$ cat src/rtl/piso_serializer_if.sv
// piso_serializer_if
//   Load handshake and serial output bundle for piso_serializer.
//   master : producer/consumer side (drives Data_in, Load_valid)
//   slave  : the serializer (drives Load_ready, Sout, Sout_valid,
//            Frame_start, Busy)
// Signals
//   Data_in      WIDTH  parallel word, sampled only on accept
//   Load_valid   1      producer offers Data_in
//   Load_ready   1      serializer can accept a word this cycle
//   Sout         1      serial data bit
//   Sout_valid   1      Sout carries a real bit this cycle
//   Frame_start  1      high with the first bit of each word
//   Busy         1      serializer not idle
interface piso_serializer_if #(
  parameter int WIDTH = 4
);
  logic [WIDTH-1:0] Data_in;
  logic             Load_valid;
  logic             Load_ready;
  logic             Sout;
  logic             Sout_valid;
  logic             Frame_start;
  logic             Busy;

  modport master (
    output Data_in, Load_valid,
    input  Load_ready, Sout, Sout_valid, Frame_start, Busy
  );

  modport slave (
    input  Data_in, Load_valid,
    output Load_ready, Sout, Sout_valid, Frame_start, Busy
  );
endinterface

$ cat src/rtl/piso_serializer.sv
// piso_serializer
//   Parallel-in/serial-out word serializer with a valid/ready load
//   handshake, per-word framing and an optional forced inter-word gap.
//   The first bit of a word appears on Sout in the cycle after accept.
// Parameters
//   WIDTH       data bits per word (>=2)
//   MSB_FIRST   1: Data_in[WIDTH-1] first; 0: Data_in[0] first
//   GAP_CYCLES  idle clocks forced between words (0..15)
// Ports
//   Clk    rising-edge clock
//   Rst_n  asynchronous active-low reset
//   bus    piso_serializer_if.slave (Data_in, Load_valid, Load_ready,
//          Sout, Sout_valid, Frame_start, Busy)
// Build option
//   PISO_PARITY_EN  defined: an even-parity bit of the captured word is
//                   sent after the data bits (frame = WIDTH+1 bits).
module piso_serializer #(
  parameter int WIDTH      = 4,
  parameter int MSB_FIRST  = 1,
  parameter int GAP_CYCLES = 1
) (
  input logic             Clk,
  input logic             Rst_n,
  piso_serializer_if.slave bus
);

`ifdef PISO_PARITY_EN
  localparam int NBITS = WIDTH + 1;
`else
  localparam int NBITS = WIDTH;
`endif
  localparam int CW = ($clog2(NBITS + 1) > 5) ? $clog2(NBITS + 1) : 5;
  localparam logic [CW-1:0] LAST_CNT = CW'(NBITS);
`ifdef PISO_PARITY_EN
  localparam logic [CW-1:0] DATA_LAST_CNT = CW'(WIDTH);
`endif
  localparam bit       HAS_GAP  = (GAP_CYCLES > 0);
  localparam logic [3:0] GAP_LAST = HAS_GAP ? 4'(GAP_CYCLES - 1) : 4'd0;

  typedef enum logic [1:0] {IDLE, SHIFT, GAP} state_t;

  state_t           state, state_nxt;
  logic [WIDTH-1:0] sreg;
  logic [CW-1:0]    bit_cnt;
  logic [3:0]       gap_cnt;
  logic             sout_q, sout_valid_q, frame_start_q;
`ifdef PISO_PARITY_EN
  logic             parity_q;
`endif

  logic             last_bit, load_ready, accept;
  logic             first_bit, next_bit;
  logic [WIDTH-1:0] load_rest, sreg_rest;

  assign last_bit   = (state == SHIFT) && (bit_cnt == LAST_CNT);
  assign load_ready = (state == IDLE) || (last_bit && !HAS_GAP);
  assign accept     = bus.Load_valid && load_ready;

  // The first bit goes straight to Sout on accept; sreg keeps the rest,
  // pre-shifted so the next bit to send always sits at the exit end.
  always_comb begin
    if (MSB_FIRST != 0) begin
      first_bit = bus.Data_in[WIDTH-1];
      load_rest = {bus.Data_in[WIDTH-2:0], 1'b0};
      next_bit  = sreg[WIDTH-1];
      sreg_rest = {sreg[WIDTH-2:0], 1'b0};
    end else begin
      first_bit = bus.Data_in[0];
      load_rest = {1'b0, bus.Data_in[WIDTH-1:1]};
      next_bit  = sreg[0];
      sreg_rest = {1'b0, sreg[WIDTH-1:1]};
    end
  end

  always_ff @(posedge Clk or negedge Rst_n) begin
    if (!Rst_n) state <= IDLE;
    else        state <= state_nxt;
  end

  always_comb begin
    state_nxt = state;
    case (state)
      IDLE:  if (accept) state_nxt = SHIFT;
      SHIFT: begin
        if (last_bit) begin
          if (HAS_GAP)     state_nxt = GAP;
          else if (accept) state_nxt = SHIFT;
          else             state_nxt = IDLE;
        end
      end
      GAP:     if (gap_cnt == GAP_LAST) state_nxt = IDLE;
      default: state_nxt = IDLE;
    endcase
  end

  always_ff @(posedge Clk or negedge Rst_n) begin
    if (!Rst_n) begin
      sreg          <= '0;
      bit_cnt       <= '0;
      gap_cnt       <= '0;
      sout_q        <= 1'b0;
      sout_valid_q  <= 1'b0;
      frame_start_q <= 1'b0;
`ifdef PISO_PARITY_EN
      parity_q      <= 1'b0;
`endif
    end else begin
      gap_cnt <= (state == GAP) ? gap_cnt + 4'd1 : 4'd0;
      if (accept) begin
        sreg          <= load_rest;
        bit_cnt       <= CW'(1);
        sout_q        <= first_bit;
        sout_valid_q  <= 1'b1;
        frame_start_q <= 1'b1;
`ifdef PISO_PARITY_EN
        parity_q      <= ^bus.Data_in;
`endif
      end else if ((state == SHIFT) && !last_bit) begin
        sreg          <= sreg_rest;
        bit_cnt       <= bit_cnt + CW'(1);
        sout_valid_q  <= 1'b1;
        frame_start_q <= 1'b0;
`ifdef PISO_PARITY_EN
        sout_q        <= (bit_cnt == DATA_LAST_CNT) ? parity_q : next_bit;
`else
        sout_q        <= next_bit;
`endif
      end else begin
        bit_cnt       <= '0;
        sout_q        <= 1'b0;
        sout_valid_q  <= 1'b0;
        frame_start_q <= 1'b0;
      end
    end
  end

  assign bus.Load_ready  = load_ready;
  assign bus.Busy        = (state != IDLE);
  assign bus.Sout        = sout_q;
  assign bus.Sout_valid  = sout_valid_q;
  assign bus.Frame_start = frame_start_q;

endmodule

$ cat src/flat_wrapper.sv
// flat-port wrapper written by rule: the top's interface ports become plain ports
module piso_serializer_flat 
#(
  parameter int WIDTH      = 4,
  parameter int MSB_FIRST  = 1,
  parameter int GAP_CYCLES = 1
)
  (Clk, Rst_n, bus_Data_in, bus_Load_valid, bus_Load_ready, bus_Sout, bus_Sout_valid, bus_Frame_start, bus_Busy);
  piso_serializer_if #(.WIDTH(WIDTH)) bus_i ();
  input logic Clk;
  input logic Rst_n;
  input wire logic [$bits(bus_i.Data_in)-1:0] bus_Data_in;
  input wire logic [$bits(bus_i.Load_valid)-1:0] bus_Load_valid;
  output wire logic [$bits(bus_i.Load_ready)-1:0] bus_Load_ready;
  output wire logic [$bits(bus_i.Sout)-1:0] bus_Sout;
  output wire logic [$bits(bus_i.Sout_valid)-1:0] bus_Sout_valid;
  output wire logic [$bits(bus_i.Frame_start)-1:0] bus_Frame_start;
  output wire logic [$bits(bus_i.Busy)-1:0] bus_Busy;
  assign bus_i.Data_in = bus_Data_in;
  assign bus_i.Load_valid = bus_Load_valid;
  assign bus_Load_ready = bus_i.Load_ready;
  assign bus_Sout = bus_i.Sout;
  assign bus_Sout_valid = bus_i.Sout_valid;
  assign bus_Frame_start = bus_i.Frame_start;
  assign bus_Busy = bus_i.Busy;
  piso_serializer #(.WIDTH(WIDTH), .MSB_FIRST(MSB_FIRST), .GAP_CYCLES(GAP_CYCLES)) u_core (.Clk(Clk), .Rst_n(Rst_n), .bus(bus_i));
endmodule
$ cat config.mk
export PLATFORM = sky130hd
export DESIGN_NAME = piso_serializer_flat
export DESIGN_NICKNAME = d
export VERILOG_FILES = /design/src/rtl/piso_serializer_if.sv /design/src/rtl/piso_serializer.sv /design/src/flat_wrapper.sv
export SDC_FILE = /design/constraint.sdc
export NUM_CORES = 1
export LEC_CHECK = 0
export ABC_AREA = 1
export BUFFER_PORTS_ARGS = -buffer_cell sky130_fd_sc_hd__buf_2
export CORE_ASPECT_RATIO = 0.9
export CORE_MARGIN = 8
export CORE_UTILIZATION = 45
export DETAILED_ROUTE_END_ITERATION = 10
export GPL_TIMING_DRIVEN = 0
export MAX_ROUTING_LAYER = met4
export PLACE_DENSITY = 0.66
export SLEW_MARGIN = 20
export SYNTH_ARGS = -nofsm -noshare
export SYNTH_HDL_FRONTEND = slang
export SYNTH_SLANG_ARGS = --single-unit
$ cat constraint.sdc
create_clock -name Clk -period 2.6 [get_ports Clk]
set_input_delay 0.26 -clock Clk [delete_from_list [all_inputs] [get_ports Clk]]
set_output_delay 0.26 -clock Clk [all_outputs]
set_load 0.02 [all_outputs]
==> results of run 1 <==
-- sequential cells by signal, summed over array words and instances, names as in the netlist --
register	flops
u_core.bus.Frame_start	1
u_core.gap_cnt	4
u_core.bus.Sout	1
u_core.state	2
u_core.bus.Sout_valid	1
u_core.sreg	3
u_core.bit_cnt	5
-- Yosys cell counts --
library cell,count,area (µm²)
o21ai_0,1,5.00
nor2_4,2,22.5
nand2_4,3,33.8
dfrtp_1,17,425
nor2_1,9,33.8
inv_2,1,3.75
inv_1,13,48.8
nor3b_1,1,7.51
nand3_1,10,50.1
ha_1,4,50.1
nor3_2,2,20.0
xnor2_1,2,17.5
o21ai_1,1,5.00
nand2_1,17,63.8
xor2_1,1,8.76
nand2_2,1,6.26
-- per-stage QoR --
step	utilization	instance area (µm²)	total power, mW
CTS	0.549	923	0.888
finish	0.549	923	0.875
global placement	0.528	887	0.733
floorplan	-	802	0.647
global route	0.549	923	0.953
detailed placement	0.528	887	0.744
-- path summary, 6_finish.rpt --
kind,to,slack (ns),depth (start not counted)
max,bus_Busy,1.20,3
min,u_core.sreg[1]$_DFFE_PN0P_,0.18,3
max reg2reg,u_core.sreg[3]$_DFFE_PN0P_,1.36,9
min reg2reg,u_core.gap_cnt[0]$_DFF_PN0_,0.49,1
max in group asynchronous,u_core.bus.Sout_valid$_DFF_PN0_,1.91,2
min in group asynchronous,u_core.gap_cnt[0]$_DFF_PN0_,0.41,2
-- worst reg2reg max path, cell delays in order, from the launching register on --
cell     delay [ns]
dfrtp_1        0.42
inv_1          0.07
ha_1           0.14
nand2_1        0.05
inv_1          0.08
nand2_2        0.08
nand2_4        0.15
nand2_4        0.07
nand2_1        0.06
nand2_1        0.05
-- cells by family (layout without fill, tap and decap cells) --
group | after synthesis | count (layout)
adders and majority gates | 4 | 4
and+or+nand+nor | 45 | 45
AOI/OAI and AO/OA | 2 | 2
DFF | 17 | 17
buffers and inverters | 14 | 30
xor gates and xnor gates | 3 | 3
-- power breakdown --
group	total (mW)	internal [mW]	switching [mW]
Clock	0.141	0.0596	0.0818
Combinational	0.353	0.120	0.233
Sequential	0.381	0.334	0.0466
-- metal layers --
metal / track usage / share of wire / vias up / wire length (µm)
li1: - / - / 292 / -
met1: 0.100 / 0.45 / 264 / 622
met2: 0.149 / 0.46 / 11 / 633
met3: 0.0485 / 0.081 / 2 / 112
met4: 0.0199 / 0.0065 / 0 / 9
met5: - / 0 / - / 0
-- final cells by class --
cell class                      instances  area (µm²)  area share
Multi-Input combinational cell         54         324       0.351
Tap cell                               24        30.0      0.0325
Clock buffer                            4        26.3      0.0285
Timing Repair Buffer                   12        65.1      0.0705
Sequential cell                        17         425       0.461
Inverter                               14        52.6      0.0569
-- what timing repair did --
item	in CTS	in global routing
hold buffers	1	0
resized for setup	0	0
hold endpoints to repair	17	0
==> summary.txt, run 1 <==
Outcome
  – Status: complete, no violations

Clock tree
  – Root buf cell: clkbuf_4
  – TritonCTS clock tree: yes
  – Clk sinks: 17
  – CTS HTree Levels: 1
  – Setup Buffers After CTS: 0
  – Clk slew on worst S/H paths: around 0.10 ns
  – CTS Buf Count: 3
  – Worst skew pair latency: just under 0.3 ns
  – Clock Tree Buf Depth: 2

Setup path
  – Req. time, crit path: ~2.3 ns
  – Crit-path cells: nor2_4 -> inv_1 -> buf_2
  – Crit path largest cell delay: about 0.45 ns
  – Worst Setup Start Kind: flop
  – FF-to-FF Start: u_core.bit_cnt[0]$_DFF_PN0_
  – CP delay by family, top: flip-flops
  – Crit-path max FO: 5
  – Critical path endpoint category: primary output
  – Cell at the slowest stage of the critical path: dfrtp_1
  – Arrival @ worst endpoint: around 1.1 ns
  – Worst setup path class: reg -> out
  – Buf+Inv Stages, Crit Path: 2
  – Crit path from: u_core.state[1]$_DFFE_PN0P_

Placed design
  – Gpl congestion: approximately 0.76
  – Dpl cells: 120
  – Port bufs: 11
  – DP HPWL: approximately 1000 µm
  – Place WS: between 1 and 1.5 ns

Floorplan
  – Die H: roughly 56 µm
  – Die width: around 60 µm
  – Core Area: around 0.0017 mm²
  – I/O pin total: 12
  – Die area: 0.00339 mm²
  – Initial Util: 0.477
  – Std-Cell Rows: 14

Synth
  – Compound-Gate Fraction of Synth Area: 0.0125
  – Main combinational cell family by area after synthesis: simple AND/OR/NAND/NOR gates
  – Synth Cell Area: around 800 µm²
  – Synth Area in Adders: 0.0624
  – Mux share of post-synthesis cell area: 0
  – Post-synthesis sequential area ratio: 0.530
  – Synth Warn #: 0
  – Avg Cell Area, Syn: 9.44 µm²
  – Post-synthesis simple-gate area fraction: 0.296
  – XOR/XNOR Fraction of Synth Area: 0.0328
  – Synth Register Bits: 17
  – Synth unique cells: 16
  – Syn_nets: 96
  – Syn Inst Count: 85

Detailed routing
  – Wire per inst: around 11 µm
  – First drt pass iteration count: 2
  – Number of vias per cell: about 4.6
  – Via Count: around 570
  – DRC: 0
  – Final WL: between 1000 and 1500 µm
  – DRT antenna net count: 0
  – Initial DRC count: 2

Pwr
  – Pwr/cell area: ~950 mW/mm²
  – Max IR drop VDD: 508 µV
  – Static leakage power: between 0.4 and 0.5 nW

STA
  – WHS: approximately 0.18 ns
  – Fmax: between 0.7 and 0.8 GHz
  – Setup TNS: 0 ns
  – Finish-stage setup viols: 0
  – Setup ws final: about 1.2 ns
  – Max Slew Vio Count: 0
  – Max transition margin: 0.742
  – RSZ-0062 raised after global routing: no
  – Clk_skew: around 0.0026 ns
  – Endpoints failing hold: 0
  – Crit path time final: around 1.4 ns
  – Worst slew pin tran: 0.386 ns
  – Period utilization: 0.537

Worst hold path
  – HP Start: bus_Data_in[0]
  – Hold Crit Class: in -> reg

Finish
  – Most frequent cells in the layout: 17 x nand2_1, 17 x dfrtp_1, 13 x inv_1, 11 x buf_2, 10 x nand3_1
  – Fill count: roughly 170
  – Fin nets: roughly 110
  – Finished Layout Cells: ~130
  – Antenna cells: 0
  – Layout area overhead: 15.1%
  – Layout cells sized above 1: 0.228

Global route
  – Initial antenna violation count: 0
  – Vias in the first global route: between 500 and 600
  – GR Overflow Total: 0
  – GRT Total Usage: 0.0935
  – Largest net degree at the start of global routing: 18
  – First-pass GRT wire length: ~2400 µm

Run
  – Number of max-cap violations: 0
Power figures use the tool's default switching activity.
==> run 2: changes to the inputs <==
clock period = 1.3 ns   (was 2.6 ns; I/O delays follow)
==> summary.txt, run 2 (synthesis results as in run 1) <==
Global route
  – Initial antenna violation count: 0 (unchanged)
  – Largest net degree at the start of global routing: 18 (unchanged)
  – Vias in the first global route: 578 (unchanged)
  – First-pass GRT wire length: 2370 µm (unchanged)
  – GRT Total Usage: 0.0935 (unchanged)
  – GR Overflow Total: 0 (unchanged)

Finish
  – Layout area overhead: 20.7%
  – Fin nets: 119 (+5.3%)
  – Util after Layout: 0.576 (+0.0268)
  – Multi-input gate area: 330 µm² (+1.9%)
  – Fill count: 165 (-0.60%)
  – Layout cells sized above 1: 0.280 (+0.0527)
  – Antenna cells: 0 (unchanged)
  – Largest register FFs: 5 (unchanged)
  – Regs by FF count: u_core.bit_cnt (5), u_core.gap_cnt (4), u_core.sreg (3)
  – Most frequent cells in the layout: 17 x nand2_1, 16 x dfrtp_1, 13 x inv_1, 11 x buf_2, 10 x nand3_1
  – Most common cell after layout, fill and taps aside: nand2_1
  – Reg with most FFs: u_core.bit_cnt
  – Register Area: 427 µm² (+0.29%)

Placed design
  – Gpl congestion: 0.758 (unchanged)
  – Port bufs: 11 (unchanged)
  – DP HPWL: 1040 µm (unchanged)

STA
  – Clk_skew: 0.00503 ns (+0.00245 ns)
  – Fmax: 0.814 GHz
  – Period utilization: 0.945
  – Max transition margin: 0.739 (-0.00346)
  – Crit path time final: ~1.2 ns
  – Finish-stage setup viols: 0 (unchanged)
  – Endpoints failing hold: 0 (unchanged)
  – RSZ-0062 raised after global routing: yes
  – Worst slew pin tran: 0.392 ns (+0.00519 ns)
  – Max Slew Vio Count: 0 (unchanged)

Clock tree
  – CTS Buf Count: 3 (unchanged)
  – CTS HTree Levels: 1 (unchanged)
  – TritonCTS clock tree: yes
  – Worst skew pair latency: 0.29 ns (about the same)
  – Clk slew on worst S/H paths: 0.10 ns (about the same)
  – Root buf cell: clkbuf_4
  – Clk sinks: 17 (unchanged)
  – Clock Tree Buf Depth: 2 (unchanged)

Worst hold path
  – Worst hold path depth: 3 (unchanged)
  – Worst Hold Path EP: u_core.sreg[1]$_DFFE_PN0P_
  – Hold Crit Class: in -> reg
  – HP Start: bus_Data_in[0]

Detailed routing
  – Via Count: 599 (+5.3%)
  – Final WL: 1470 µm (+6.6%)
  – Number of vias per cell: 4.57 (+0.45%)
  – DRC: 0 (unchanged)
  – Initial DRC count: 8 (+6)
  – First drt pass iteration count: 4 (+2)
  – DRT antenna net count: 0 (unchanged)
  – Wire per inst: 11.2 µm (+1.7%)

Run
  – Number of max-cap violations: 0 (unchanged)

Floorplan
  – Std-Cell Rows: 14 (unchanged)
  – Die width: 60.5 µm (unchanged)
  – Die H: 56.1 µm (unchanged)
  – Die area: 0.00339 mm² (unchanged)
  – Initial Util: 0.477 (unchanged)
  – I/O pin total: 12 (unchanged)
  – Core Area: 0.00168 mm² (unchanged)

Setup path
  – R2R setup slack: 0.07 ns (-1.29 ns)
  – Worst reg2reg path depth: 8 (-1)
  – Critical path endpoint category: flop
  – Worst Setup Start Kind: flop
  – Crit-path max FO: 5 (unchanged)
  – Reg2reg end: u_core.bit_cnt[4]$_DFF_PN0_
  – Worst setup path class: reg -> reg
  – Req. time, crit path: 1.51 ns (-0.83 ns)
  – FF-to-FF Start: u_core.bit_cnt[0]$_DFF_PN0_
  – Arrival @ worst endpoint: 1.44 ns (+0.30 ns)

Outcome
  – Status: complete, no violations

Pwr
  – Max IR drop VDD: 1140 µV (+130%)
  – Final Power: 1.91 mW (+120%)
  – Static leakage power: 0.512 nW (+5.6%)
  – Pwr/cell area: 1970 mW/mm² (+110%)
## run 2: changes by cell type in the layout (fill, tap and decap cells not counted)
| cell | change |
|---|---|
| buf_4 | +5 |
| dfrtp_1 | -1 |
| dfrtp_2 | +1 |
| nand2_2 | +1 |
## run 2: where the power goes
group	internal [mW]	switching, mW	leakage (nW)
combinational	0.353	0.516	0.275
clock	0.119	0.163	0.0150
sequential	0.669	0.0867	0.222
## run 2: worst max-delay path by stage
| stage | start | to | cells past startpoint | slack (ns) |
|---|---|---|---|---|
| floorplan | u_core.bit_cnt[0]$_DFF_PN0_ | u_core.sreg[2]$_DFFE_PN0P_ | 9 | 0.18 |
| global placement | u_core.bit_cnt[0]$_DFF_PN0_ | u_core.sreg[3]$_DFFE_PN0P_ | 9 | 0.07 |
| detailed placement | u_core.bit_cnt[0]$_DFF_PN0_ | u_core.sreg[3]$_DFFE_PN0P_ | 9 | 0.06 |
| CTS | u_core.state[1]$_DFFE_PN0P_ | bus_Busy | 3 | 0.01 |
| global route | u_core.bit_cnt[0]$_DFF_PN0_ | u_core.bit_cnt[3]$_DFF_PN0_ | 8 | -0.0007 |
| finish | u_core.bit_cnt[0]$_DFF_PN0_ | u_core.bit_cnt[4]$_DFF_PN0_ | 8 | 0.07 |
## run 2: area by class of cell
cell class              instances  share of cell area
repair buffers                 17               0.106
well taps                      24              0.0310
clock buffers                   4              0.0271
flip-flops and latches         17               0.441
inverters                      14              0.0543
multi-input cells              55               0.341
## run 2: per-stage QoR
stage / setup TNS [ns] / setup slack, ns / instance area (µm²) / hold WS [ns] / std cells
floorplan: 0 / 0.183 / 802 / -0.166 / 85
global placement: 0 / 0.0746 / 887 / 0.0718 / 120
detailed placement: 0 / 0.0564 / 887 / 0.0755 / 120
CTS: 0 / 0.0125 / 923 / 0.0371 / 125
global route: -0.000668 / -0.000668 / 968 / 0.0584 / 131
finish: 0 / 0.0713 / 968 / 0.0484 / 131
## run 2: routing by layer
layer / global-route usage / share of wire / vias to the layer above
met5: - / 0 / -
li1: - / - / 305
met4: 0.0199 / 0.0061 / 0
met3: 0.0485 / 0.076 / 2
met2: 0.149 / 0.46 / 11
met1: 0.100 / 0.45 / 281
## run 2: critical path, cell delays in order (launching register included)
cell	delay (ns)
dfrtp_1	0.37
inv_1	0.05
ha_1	0.19
nand2_1	0.05
inv_1	0.05
nand2_2	0.11
nand2_4	0.09
buf_4	0.14
nor3_2	0.09
## run 2: repair_timing
| item | CTS | global route |
|---|---|---|
| buffers inserted | 0 | 5 |
| endpoints found under the hold margin | 17 | 0 |
| endpoints found under the setup margin | 0 | 5 |
| hold buffers | 1 | 0 |
| gates resized for setup | 0 | 1 |
